File: config.mk
export PLATFORM = sky130hd
export DESIGN_NAME = icache_fill
export DESIGN_NICKNAME = d
export VERILOG_FILES = /design/src/rtl/icache_pkg.sv /design/src/rtl/icache_fill.sv
export SDC_FILE = /design/constraint.sdc
export NUM_CORES = 1
export LEC_CHECK = 0
export CAP_MARGIN = 20
export CORE_ASPECT_RATIO = 0.75
export CORE_MARGIN = 1.5
export CORE_UTILIZATION = 31
export DETAILED_ROUTE_END_ITERATION = 16
export GPL_TIMING_DRIVEN = 0
export HOLD_SLACK_MARGIN = 0.02
export PLACE_DENSITY_LB_ADDON = 0.15
export SYNTH_ARGS = -nofsm -noshare
export SYNTH_HDL_FRONTEND = slang
export SYNTH_SLANG_ARGS = --single-unit
File: constraint.sdc
create_clock -name clk -period 1.9 [get_ports clk]
set_input_delay 0.38 -clock clk [delete_from_list [all_inputs] [get_ports clk]]
set_output_delay 0.38 -clock clk [all_outputs]
set_load 0.02 [all_outputs]
File: src/rtl/icache_pkg.sv
// Shared widths, line geometry and state encoding for the instruction-cache fill engine.
package icache_pkg;
    localparam int LINE_WORDS = 16;
    localparam int NUM_LINES  = 16;
    localparam int TAG_W      = 22;
    localparam int IDX_W      = 4;
    localparam int WORD_W     = 4;

    typedef enum logic [2:0] {
        ST_IDLE,
        ST_FLUSH,
        ST_KILL,
        ST_FILL,
        ST_COMMIT
    } state_t;
endpackage

File: src/rtl/icache_fill.sv
// I-cache line fill/flush sequencer: invalidates, fetches LINE_WORDS words, then validates the line.
// Miss to fill_done is LINE_WORDS+2 cycles with zero-wait memory; mem_ack stalls FILL, requests are only taken in IDLE.
module icache_fill
    import icache_pkg::*;
#(
    parameter int LINE_WORDS = icache_pkg::LINE_WORDS,
    parameter int NUM_LINES  = icache_pkg::NUM_LINES
) (
    input  logic              clk,
    input  logic              rst,
    input  logic              miss_req,
    input  logic [31:0]       miss_addr,
    input  logic              flush_req,
    output logic              busy,
    output logic              fill_done,
    output logic              mem_req,
    output logic [31:0]       mem_addr,
    input  logic              mem_ack,
    input  logic [31:0]       mem_data,
    output logic              dw_we,
    output logic [IDX_W-1:0]  dw_idx,
    output logic [WORD_W-1:0] dw_word,
    output logic [31:0]       dw_data,
    output logic              tw_we,
    output logic [IDX_W-1:0]  tw_idx,
    output logic [TAG_W-1:0]  tw_tag,
    output logic              tw_valid
);

    state_t             r_state;
    state_t             w_state_nxt;
    logic [WORD_W-1:0]  r_cnt;
    logic [WORD_W-1:0]  w_cnt_nxt;
    logic [TAG_W-1:0]   r_tag;
    logic [IDX_W-1:0]   r_idx;
    logic               w_accept_miss;
    logic               w_last_word;
    logic               w_last_line;
    logic               w_unused;

    // Word offset and byte bits of the miss address are not needed: fills always start at word 0.
    assign w_unused      = ^miss_addr[5:0];
    assign w_accept_miss = (r_state == ST_IDLE) && !flush_req && miss_req;
    assign w_last_word   = (r_cnt == WORD_W'(LINE_WORDS - 1));
    assign w_last_line   = (r_cnt == WORD_W'(NUM_LINES - 1));
    assign busy          = (r_state != ST_IDLE);

    always_ff @(posedge clk or posedge rst) begin
        if (rst) begin
            r_state <= ST_IDLE;
            r_cnt   <= '0;
            r_tag   <= '0;
            r_idx   <= '0;
        end else begin
            r_state <= w_state_nxt;
            r_cnt   <= w_cnt_nxt;
            if (w_accept_miss) begin
                r_tag <= miss_addr[31:10];
                r_idx <= miss_addr[9:6];
            end
        end
    end

    always_comb begin
        w_state_nxt = r_state;
        w_cnt_nxt   = r_cnt;
        fill_done   = 1'b0;
        mem_req     = 1'b0;
        mem_addr    = '0;
        dw_we       = 1'b0;
        dw_idx      = '0;
        dw_word     = '0;
        dw_data     = '0;
        tw_we       = 1'b0;
        tw_idx      = '0;
        tw_tag      = '0;
        tw_valid    = 1'b0;
        case (r_state)
            ST_IDLE: begin
                w_cnt_nxt = '0;
                if (flush_req) begin
                    w_state_nxt = ST_FLUSH;
                end else if (miss_req) begin
                    w_state_nxt = ST_KILL;
                end
            end
            ST_FLUSH: begin
                tw_we     = 1'b1;
                tw_idx    = r_cnt;
                w_cnt_nxt = r_cnt + 1'b1;
                if (w_last_line) begin
                    w_state_nxt = ST_IDLE;
                    w_cnt_nxt   = '0;
                end
            end
            // Invalidate first so lookups never hit a partially written line.
            ST_KILL: begin
                tw_we       = 1'b1;
                tw_idx      = r_idx;
                w_cnt_nxt   = '0;
                w_state_nxt = ST_FILL;
            end
            ST_FILL: begin
                mem_req  = 1'b1;
                mem_addr = {r_tag, r_idx, r_cnt, 2'b00};
                if (mem_ack) begin
                    dw_we     = 1'b1;
                    dw_idx    = r_idx;
                    dw_word   = r_cnt;
                    dw_data   = mem_data;
                    w_cnt_nxt = r_cnt + 1'b1;
                    if (w_last_word) begin
                        w_state_nxt = ST_COMMIT;
                    end
                end
            end
            ST_COMMIT: begin
                tw_we       = 1'b1;
                tw_idx      = r_idx;
                tw_tag      = r_tag;
                tw_valid    = 1'b1;
                fill_done   = 1'b1;
                w_state_nxt = ST_IDLE;
            end
            default: begin
                w_state_nxt = ST_IDLE;
                w_cnt_nxt   = '0;
            end
        endcase
    end

endmodule

=== Word-level counts from Yosys, hierarchy flattened ===
Index checks and enable logic that the tools add are counted.

* Bits in registers: 33
* Output and inout port bits: 104
* Logic and storage cells: 47

* $add $sub $neg: 1
* Equality and inequality tests: 9
* Muxes and demuxes: 23
* Bitwise logic cells: 1
* Reduce and logical (&&, ||, !) cells: 9

{| class="wikitable"
|+ Operators with widths
! kind !! number
|-
| 2-to-1 mux 32 bit || 3
|-
| 2-to-1 mux 4 bit || 6
|-
| 2-to-1 mux 22 bit || 1
|-
| 2-to-1 mux 3 bit || 5
|-
| case mux 3 bit (4 select lines) || 1
|-
| case mux 4 bit (3 select lines) || 1
|-
| case mux 4 bit (2 select lines) || 1
|-
| equality test 3 x 2 -> 1 bit (second input constant) || 2
|-
| inequality test 2 bit (second input constant) || 3
|-
| 2-to-1 mux 1 bit || 5
|-
| adder 4 x 1 -> 4 bit (second input constant) || 1
|-
| equality test 4 bit (second input constant) || 1
|-
| AND reduction 4 bit || 1
|-
| equality test 3 x 1 -> 1 bit (second input constant) || 1
|-
| equality test 3 bit (second input constant) || 1
|-
| zero test 3 bit || 1
|-
| inequality test 3 bit (second input constant) || 1
|-
| nonzero test 3 bit || 1
|-
| OR reduction 3 bit || 1
|-
| logical AND 1 bit || 2
|-
| AND reduction 2 bit || 1
|-
| OR reduction 2 bit || 1
|-
| zero test 1 bit || 1
|-
| inverter 1 bit || 1
|}

=== Longest topological paths before layout ===
Gate-level depths: netlist (run 1).

* Word-level depth: 4
* Gate-level depth with buffers: 6
* Gate-level depth less buffers: 5

=== Worst setup path after synthesis (run 1) ===
Ideal clock, no wire load.

* Kind: reg2out
* Start point: reg r_state[0]
* End point: out tw_idx[0]
* Data arrival time: 1.649 ns
* Setup slack: -0.129 ns
* Stages on the path, launching flop included: 7
* Buffers on the path: 3
* Path through: dfrtp_1 > buf_6 > nor3b_1 > clkbuf_1 > clkbuf_1 > nand2_1 > o21ai_0

* Cells in the longest elaborated chain, start to end: 3
* Elaborated cells between the ends (all ways): 5
* Those cells by class: 3 x eq/ne; 1 x mux; 1 x reduce/logical

{| class="wikitable"
|+ Ends and longest elaborated chain
! what !! RTL line !! text
|-
| start, declared || icache_fill.sv:30 || <nowiki>state_t r_state;</nowiki>
|-
| start signal, assigned || icache_fill.sv:55 || <nowiki>r_state <= w_state_nxt;</nowiki>
|-
| equality test 3 x 2 -> 1 bit or equality test 3 bit (tied branches) || icache_fill.sv:78 || <nowiki>case (r_state)</nowiki>
|-
| OR reduction 2 bit (no source line) || - ||
|-
| case mux 4 bit (2 select lines) * || icache_fill.sv:78 ||
|-
| end, declared || icache_fill.sv:25 || <nowiki>output logic [IDX_W-1:0] tw_idx,</nowiki>
|}

Mark *: on every way between the ends. The rest lies on a longest branch, timed or not.

=== Worst setup path after layout (run 1) ===
* Start point: reg r_state[0]
* End point: reg r_tag[16]

* Cells in the longest elaborated chain, start to end: 3

{| class="wikitable"
|+ Ends and longest elaborated chain
! what !! RTL line !! text
|-
| zero test 3 bit || icache_fill.sv:43 || <nowiki>assign w_accept_miss = (r_state == ST_IDLE) && !flush_req && miss_req;</nowiki>
|-
| logical AND 1 bit (2 in a row) || icache_fill.sv:43 ||
|-
| end signal, assigned || icache_fill.sv:58 || <nowiki>r_tag <= miss_addr[31:10];</nowiki>
|-
| end, declared || icache_fill.sv:34 || <nowiki>logic [TAG_W-1:0] r_tag;</nowiki>
|}

No other way between the ends.
A chain may end at the register's enable or synchronous reset.

==> results of run 1 <==
area by class of cell:
cell class | count | area (µm²)
plain buffers | 18 | 230
clock buffers | 7 | 86.3
fillers | 538 | 2150
inverters | 4 | 15.0
multi-input cells | 169 | 1520
flip-flops and latches | 33 | 828
well taps | 98 | 123
repair buffers | 185 | 1940
where the power goes:
group / leakage, nW / internal, mW / switching, mW
clock: 0.0443 / 0.287 / 0.240
combinational: 1.88 / 1.65 / 1.31
sequential: 0.418 / 1.01 / 0.307
cells by family (layout without fill, tap and decap cells):
kind of cell             Yosys count  count (layout)
AND/OR/NAND/NOR                  119             119
flip-flops                        33              33
multiplexers                      27              27
buffers and inverters             27             214
AO/OA/AOI/OAI                     18              18
XOR/XNOR                           2               2
adder cells (fa/ha/maj)            1               1
other                              1               2
registers in the layout, indices dropped and copies added (netlist names):
signal	cells
r_cnt	4
r_idx	4
r_state	3
r_tag	22
cell usage in the layout, fill, tap and decap left out, types with 2 or more instances in the layout:
cell             instances
buf_6                   85
clkdlybuf4s50_1         61
and2_4                  37
dfrtp_1                 31
buf_4                   26
and2_1                  25
and3_4                  24
mux2_4                  21
clkbuf_8                 9
and3_1                   8
buf_2                    7
buf_8                    6
mux2_2                   6
nor2_1                   5
nand2_1                  4
buf_12                   3
inv_1                    3
a22oi_1                  3
o21ai_0                  3
buf_16                   3
dlygate4sd2_1            3
clkbuf_4                 2
clkbuf_16                2
clkbuf_1                 2
o21ai_2                  2
nor2b_1                  2
o21bai_1                 2
nand3_1                  2
a22o_1                   2
conb_1                   2
dfrtp_2                  2
what timing repair did:
action,CTS,global route
hold buffers,0,0
buffers inserted,11,5
hold endpoints to repair,0,0
gates resized for setup,610,103
cloned,3,1
pin swaps,16,6
endpoints found under the setup margin,122,126
path summary, 6_finish.rpt:
kind                                        start                endpoint  slack (ps)  depth (start not counted)
hold reg to reg              r_tag[6]$_DFFE_PP0P_    r_tag[6]$_DFFE_PP0P_         530                          1
setup / recovery           r_state[0]$_DFFE_PP0P_   r_tag[16]$_DFFE_PP0P_        -150                          6
min in group clk             r_tag[6]$_DFFE_PP0P_    r_tag[6]$_DFFE_PP0P_         530                          1
hold / removal                                rst   r_tag[11]$_DFFE_PP0P_         480                          2
max in group asynchronous                     rst  r_state[1]$_DFFE_PP0P_         870                          3
setup reg to reg           r_state[0]$_DFFE_PP0P_   r_tag[16]$_DFFE_PP0P_        -150                          6
per-layer routing:
layer / share of wire, % / global-route usage, % / vias up / wire, µm
met5: 0 / 0 / - / 0
met4: 0.80 / 3.33 / 0 / 63
met1: 45 / 27.5 / 1122 / 3600
li1: - / - / 1134 / -
met3: 5.7 / 4.74 / 6 / 451
met2: 48 / 32.2 / 93 / 3800
worst reg2reg max path, stage by stage, from the launching register on:
cell and delay (ps):
dfrtp_1 370, buf_6 130, or3_4 380, or3b_4 460, buf_12 160, buf_16 130, mux2_4 290
==> out/metrics.cfg, run 1 <==
[timing]
max_freq_mhz = 488
worst_slack_ps = -147
finalHoldViolations = 0
fin_crit_sh_pct = 108
relSlewSlack_pct = 56.8
worst_pin_slew_ps = 647
setup_viol = 110
whs_ps = 484
rsz0062_at_grt = true
slew_violations = 0
fin_tns_setup_ps = -8000
skew_ps = 6.66
post-route-min-period_ps = 2050

[logic_synthesis]
synth_edf_count = 0
synth.distinct_cells = 36
synth-compound-area-share_pct = 5.63
synth_top_area_share_pct = 36.8
synth_xor_area_share_pct = 0.780
avgSynthCellArea_um2 = 9.85
synth.area.mux_share_pct = 16.9
synthAdderAreaFrac_pct = 0.557
synth-warning-count = 0
yosys_register_bits = 33
synth_top_family_by_area = simple AND/OR/NAND/NOR gates
async_flop_share_pct = 100
yosys.area_share.simple_pct = 32.1
netlist_instances = 228
synth_flop_cell = dfrtp_1
synth_area_leaders = dfrtp_1 37%, and2_1 17%, mux2_4 13%
ys_top_cells_by_count = 62 x and2_1, 33 x dfrtp_1, 32 x and3_1, 20 x mux2_4, 15 x clkbuf_1
syn_area_um2 = 2250
ys_seq_area_share_pct = 36.8
synth_top_area_cell = dfrtp_1
synth_most_common_cell = and2_1

[critical_path]
path_class = reg2reg
path_cells = buf_6 > or3_4 > or3b_4 > buf_12 > buf_16 > mux2_4
crit_fanout = 6
max_stage_delay_ps = 460
start_kind = register
slowest_stage = or3b_4
critical_path_required_ps = 2060
cp_num_buf_inv = 3
arrival_ps = 2210
path_delay_family = simple AND/OR/NAND/NOR gates
worst_setup_path_end_kind = register

[grt]
grt_pass1_vias = 2450
grt_overflow = 0
antenna_found_initial = 0
grt_use_total_pct = 20.0
grt_pass1_wl_mm = 12.3
grt_max_degree = 21

[routing]
drt_iter0_drc = 54
vias_per_cell = 4.58
ant_nets = 0
via_count = 2355
routed_wl_mm = 7.92
drc = 0
routedWlPerCell_um = 15.4
first_pass_iters = 4

[placement]
dp_hpwl_mm = 5.57
dp.cells = 492
preCtsSetupSlack_ps = -791
dpl-instance-area_um2 = 4040
portBuffers = 164
gp_congestion = 0.750

[clocking]
clk_latency_ps = 280
cts_root_buf = clkbuf_8
clk_pin_slew_worst_paths_ps = 70
htreeDepth = 2
cts_tree = done
clock_sinks = 33
numCtsBuffers = 5
cts.path.max_buffers = 2

[floorplan]
die_w_um = 101
num_rows = 26
die-area_um2 = 7770
fp.dieH_um = 76.7
initial_core_util_pct = 32.6
ios = 173
core_um2 = 6900

[final_layout]
fin_nets = 486
syn_to_final_growth_pct = 111
fin_cells = 514
num_antenna_cells = 0
fin_util_pct = 68.8
drive_above_1_share_pct = 58.7
final_area_um2 = 4750

[run_status]
violations = negative setup slack
status = complete, but fails checks

[pwr]
power.density_nw_per_um2 = 1010
leakage_nw = 2.35
ir_drop_uv = 691
p_total_mw = 4.81

[job]
drv_cap = 0

[min_path]
min_path_type = in2async

Power figures use the tool's default switching activity.
==> run 2, diff against run 1 <==
--- a/config.mk
+++ b/config.mk
@@ -6,9 +6,12 @@
 export NUM_CORES = 1
 export LEC_CHECK = 0
 export CAP_MARGIN = 20
+export CELL_PAD_IN_SITES_DETAIL_PLACEMENT = 0
+export CELL_PAD_IN_SITES_GLOBAL_PLACEMENT = 1
 export CORE_ASPECT_RATIO = 0.75
 export CORE_MARGIN = 1.5
-export CORE_UTILIZATION = 31
+export CORE_UTILIZATION = 21
+export CTS_CLUSTER_DIAMETER = 100
 export DETAILED_ROUTE_END_ITERATION = 16
 export GPL_TIMING_DRIVEN = 0
 export HOLD_SLACK_MARGIN = 0.02
==> run 2 against run 1 <==
Effect of this change: largest power group unchanged; the run still ends with negative setup slack left; sequential power is essentially flat; critical path type unchanged; cell count grew 7.2%; register-to-register slack gained 20 ps; die area grew 46%; sequential share of layout area shrank 0.64 points; hold slack gained 49 ps.
==> out/metrics.cfg, run 2 (synthesized netlist as in run 1, its figures left out) <==
[run_status]
status = complete, but fails checks
violations = negative setup slack

[critical_path]
reg2regPathDepth = 5  ; -1
worstSetupEndpoint = r_tag[3]$_DFFE_PP0P_
ff2ff_setup_slack_ps = -120  ; +20 ps
r2r_start = r_state[0]$_DFFE_PP0P_
critical_path_required_ps = 2060  ; about the same
path_class = reg2reg
crit_fanout = 5  ; -1
worst_setup_path_end_kind = register
arrival_ps = 2190  ; -20 ps
worstReg2RegEnd = r_tag[3]$_DFFE_PP0P_
timing.critical_path.from = r_state[0]$_DFFE_PP0P_
start_kind = register

[routing]
routedWlPerCell_um = 15.0  ; -2.6%
ant_nets = 0  ; unchanged
routed_wl_mm = 8.28  ; +4.5%
first_pass_iters = 4  ; unchanged
via_count = 2338  ; -0.72%
drc = 0  ; unchanged
drt_iter0_drc = 44  ; -19%
vias_per_cell = 4.24  ; -7.4%

[grt]
grt_use_total_pct = 14.2  ; -5.8 points
grt_pass1_wl_mm = 12.4  ; +1.3%
grt_overflow = 0  ; unchanged
antenna_found_initial = 0  ; unchanged
grt_pass1_vias = 2261  ; -7.7%
grt_max_degree = 18  ; -14%

[final_layout]
largest_reg_flops = 22  ; unchanged
reg_top3 = r_tag (22), r_cnt (4), r_idx (4)
syn_to_final_growth_pct = 119
regMostFlops = r_tag
fin_util_pct = 47.7  ; -21 points
final_common_cell = buf_6
fin_nets = 485  ; -0.21%
drive_above_1_share_pct = 61.0  ; +2.3 points
num_antenna_cells = 0  ; unchanged
layout_common_cells = 97 x buf_6, 62 x clkdlybuf4s50_1, 42 x and2_4

[timing]
fin_crit_sh_pct = 107  ; -1.2 points
slew_violations = 0  ; unchanged
worst_slack_ps = -124  ; +22.8 ps
finalHoldViolations = 0  ; unchanged
worst_pin_slew_ps = 746  ; +98.4 ps
whs_ps = 533  ; +49.5 ps
max_freq_mhz = 494  ; +1.1%
post-route-min-period_ps = 2020  ; -22.8 ps
relSlewSlack_pct = 50.2  ; -6.6 points
skew_ps = 1.77  ; -4.89 ps
rsz0062_at_grt = true
setup_viol = 96  ; -13%

[job]
drv_cap = 0  ; unchanged

[clocking]
cts_tree = done
clk_pin_slew_worst_paths_ps = 50  ; -20 ps
clk_latency_ps = 280  ; about the same
cts_root_buf = clkbuf_16
htreeDepth = 2  ; unchanged
numCtsBuffers = 5  ; unchanged
cts.path.max_buffers = 2  ; unchanged
clock_sinks = 33  ; unchanged

[placement]
portBuffers = 164  ; unchanged
dp_hpwl_mm = 6.04  ; +8.5%
gp_congestion = 0.738  ; -1.7%

[floorplan]
die_w_um = 122  ; +21%
num_rows = 32  ; +23%
ios = 173  ; unchanged
fp.dieH_um = 92.6  ; +21%
initial_core_util_pct = 21.7  ; -11 points
core_um2 = 10300  ; +50%
die-area_um2 = 11300  ; +46%

[min_path]
min_path_type = in2async

[pwr]
power.density_nw_per_um2 = 1030  ; +1.2%
ir_drop_uv = 431  ; -38%
leakage_nw = 2.35  ; about the same

## run 2: cell count changes in the layout (fill, tap and decap cells not counted), moves of 3 or more
cell	previous run	this run
buf_2	7	4
and3_1	8	2
and2_1	25	20
buf_8	6	12
buf_4	26	15
and3_4	24	30
clkbuf_16	2	7
buf_6	85	97
and2_4	37	42
clkbuf_8	9	2
## run 2: metal layers
layer	part of all wire, %	global-route usage, %
met5	0	0
met4	0.85	2.42
met3	5.0	3.26
met2	48	23.3
met1	46	19.2
## run 2: final cells by class
| type | count | area, µm² |
|---|---|---|
| buffer | 22 | 284 |
| sequential | 33 | 828 |
| clock buffer | 7 | 143 |
| fill | 952 | 5400 |
| timing repair buffer | 180 | 1940 |
| tap | 136 | 170 |
| inverter | 4 | 15.0 |
| multi-input combinational | 169 | 1550 |
## run 2: critical path, cell delays in order, from the launching register on
cell and delay [ps]:
dfrtp_1 380, buf_6 140, or3_4 390, or3b_4 500, clkbuf_16 200, mux2_4 290
## run 2: through the flow
step,cells,total power [mW],worst slack [ps],TNS (ps),area [µm²]
4_1_cts,546,4.73,-138,-9000,4580
6_report,551,5.05,-124,-6890,4930
2_1_floorplan,229,2.67,-14.9,-297,2250
3_3_place_gp,529,3.71,-830,-70590,4060
3_5_place_dp,530,3.74,-798,-67300,4090
5_1_grt,551,5.37,-190,-15330,4930
## run 2: worst min path at each step
stage	start	end	slack, ps	depth (start not counted)
finish	rst	r_tag[1]$_DFFE_PP0P_	530	2
global route	r_tag[21]$_DFFE_PP0P_	r_tag[21]$_DFFE_PP0P_	560	1
CTS	r_tag[4]$_DFFE_PP0P_	r_tag[4]$_DFFE_PP0P_	530	1
detailed placement	r_tag[4]$_DFFE_PP0P_	r_tag[4]$_DFFE_PP0P_	500	1
global placement	r_tag[4]$_DFFE_PP0P_	r_tag[4]$_DFFE_PP0P_	500	1
floorplan	r_tag[18]$_DFFE_PP0P_	r_tag[18]$_DFFE_PP0P_	490	1
## run 2: power by group
part           switching (mW)  leakage, nW  internal [mW]
sequential              0.331        0.418           1.01
clock                   0.292       0.0700          0.514
combinational            1.28         1.86           1.62
total                    1.90         2.35           3.15
## run 2: timing repair
action	CTS	global route
gates cloned	3	1
setup endpoints to repair	122	126
buffers inserted	6	5
gates resized for setup	598	146
pin swaps	20	3
hold buffers	0	0
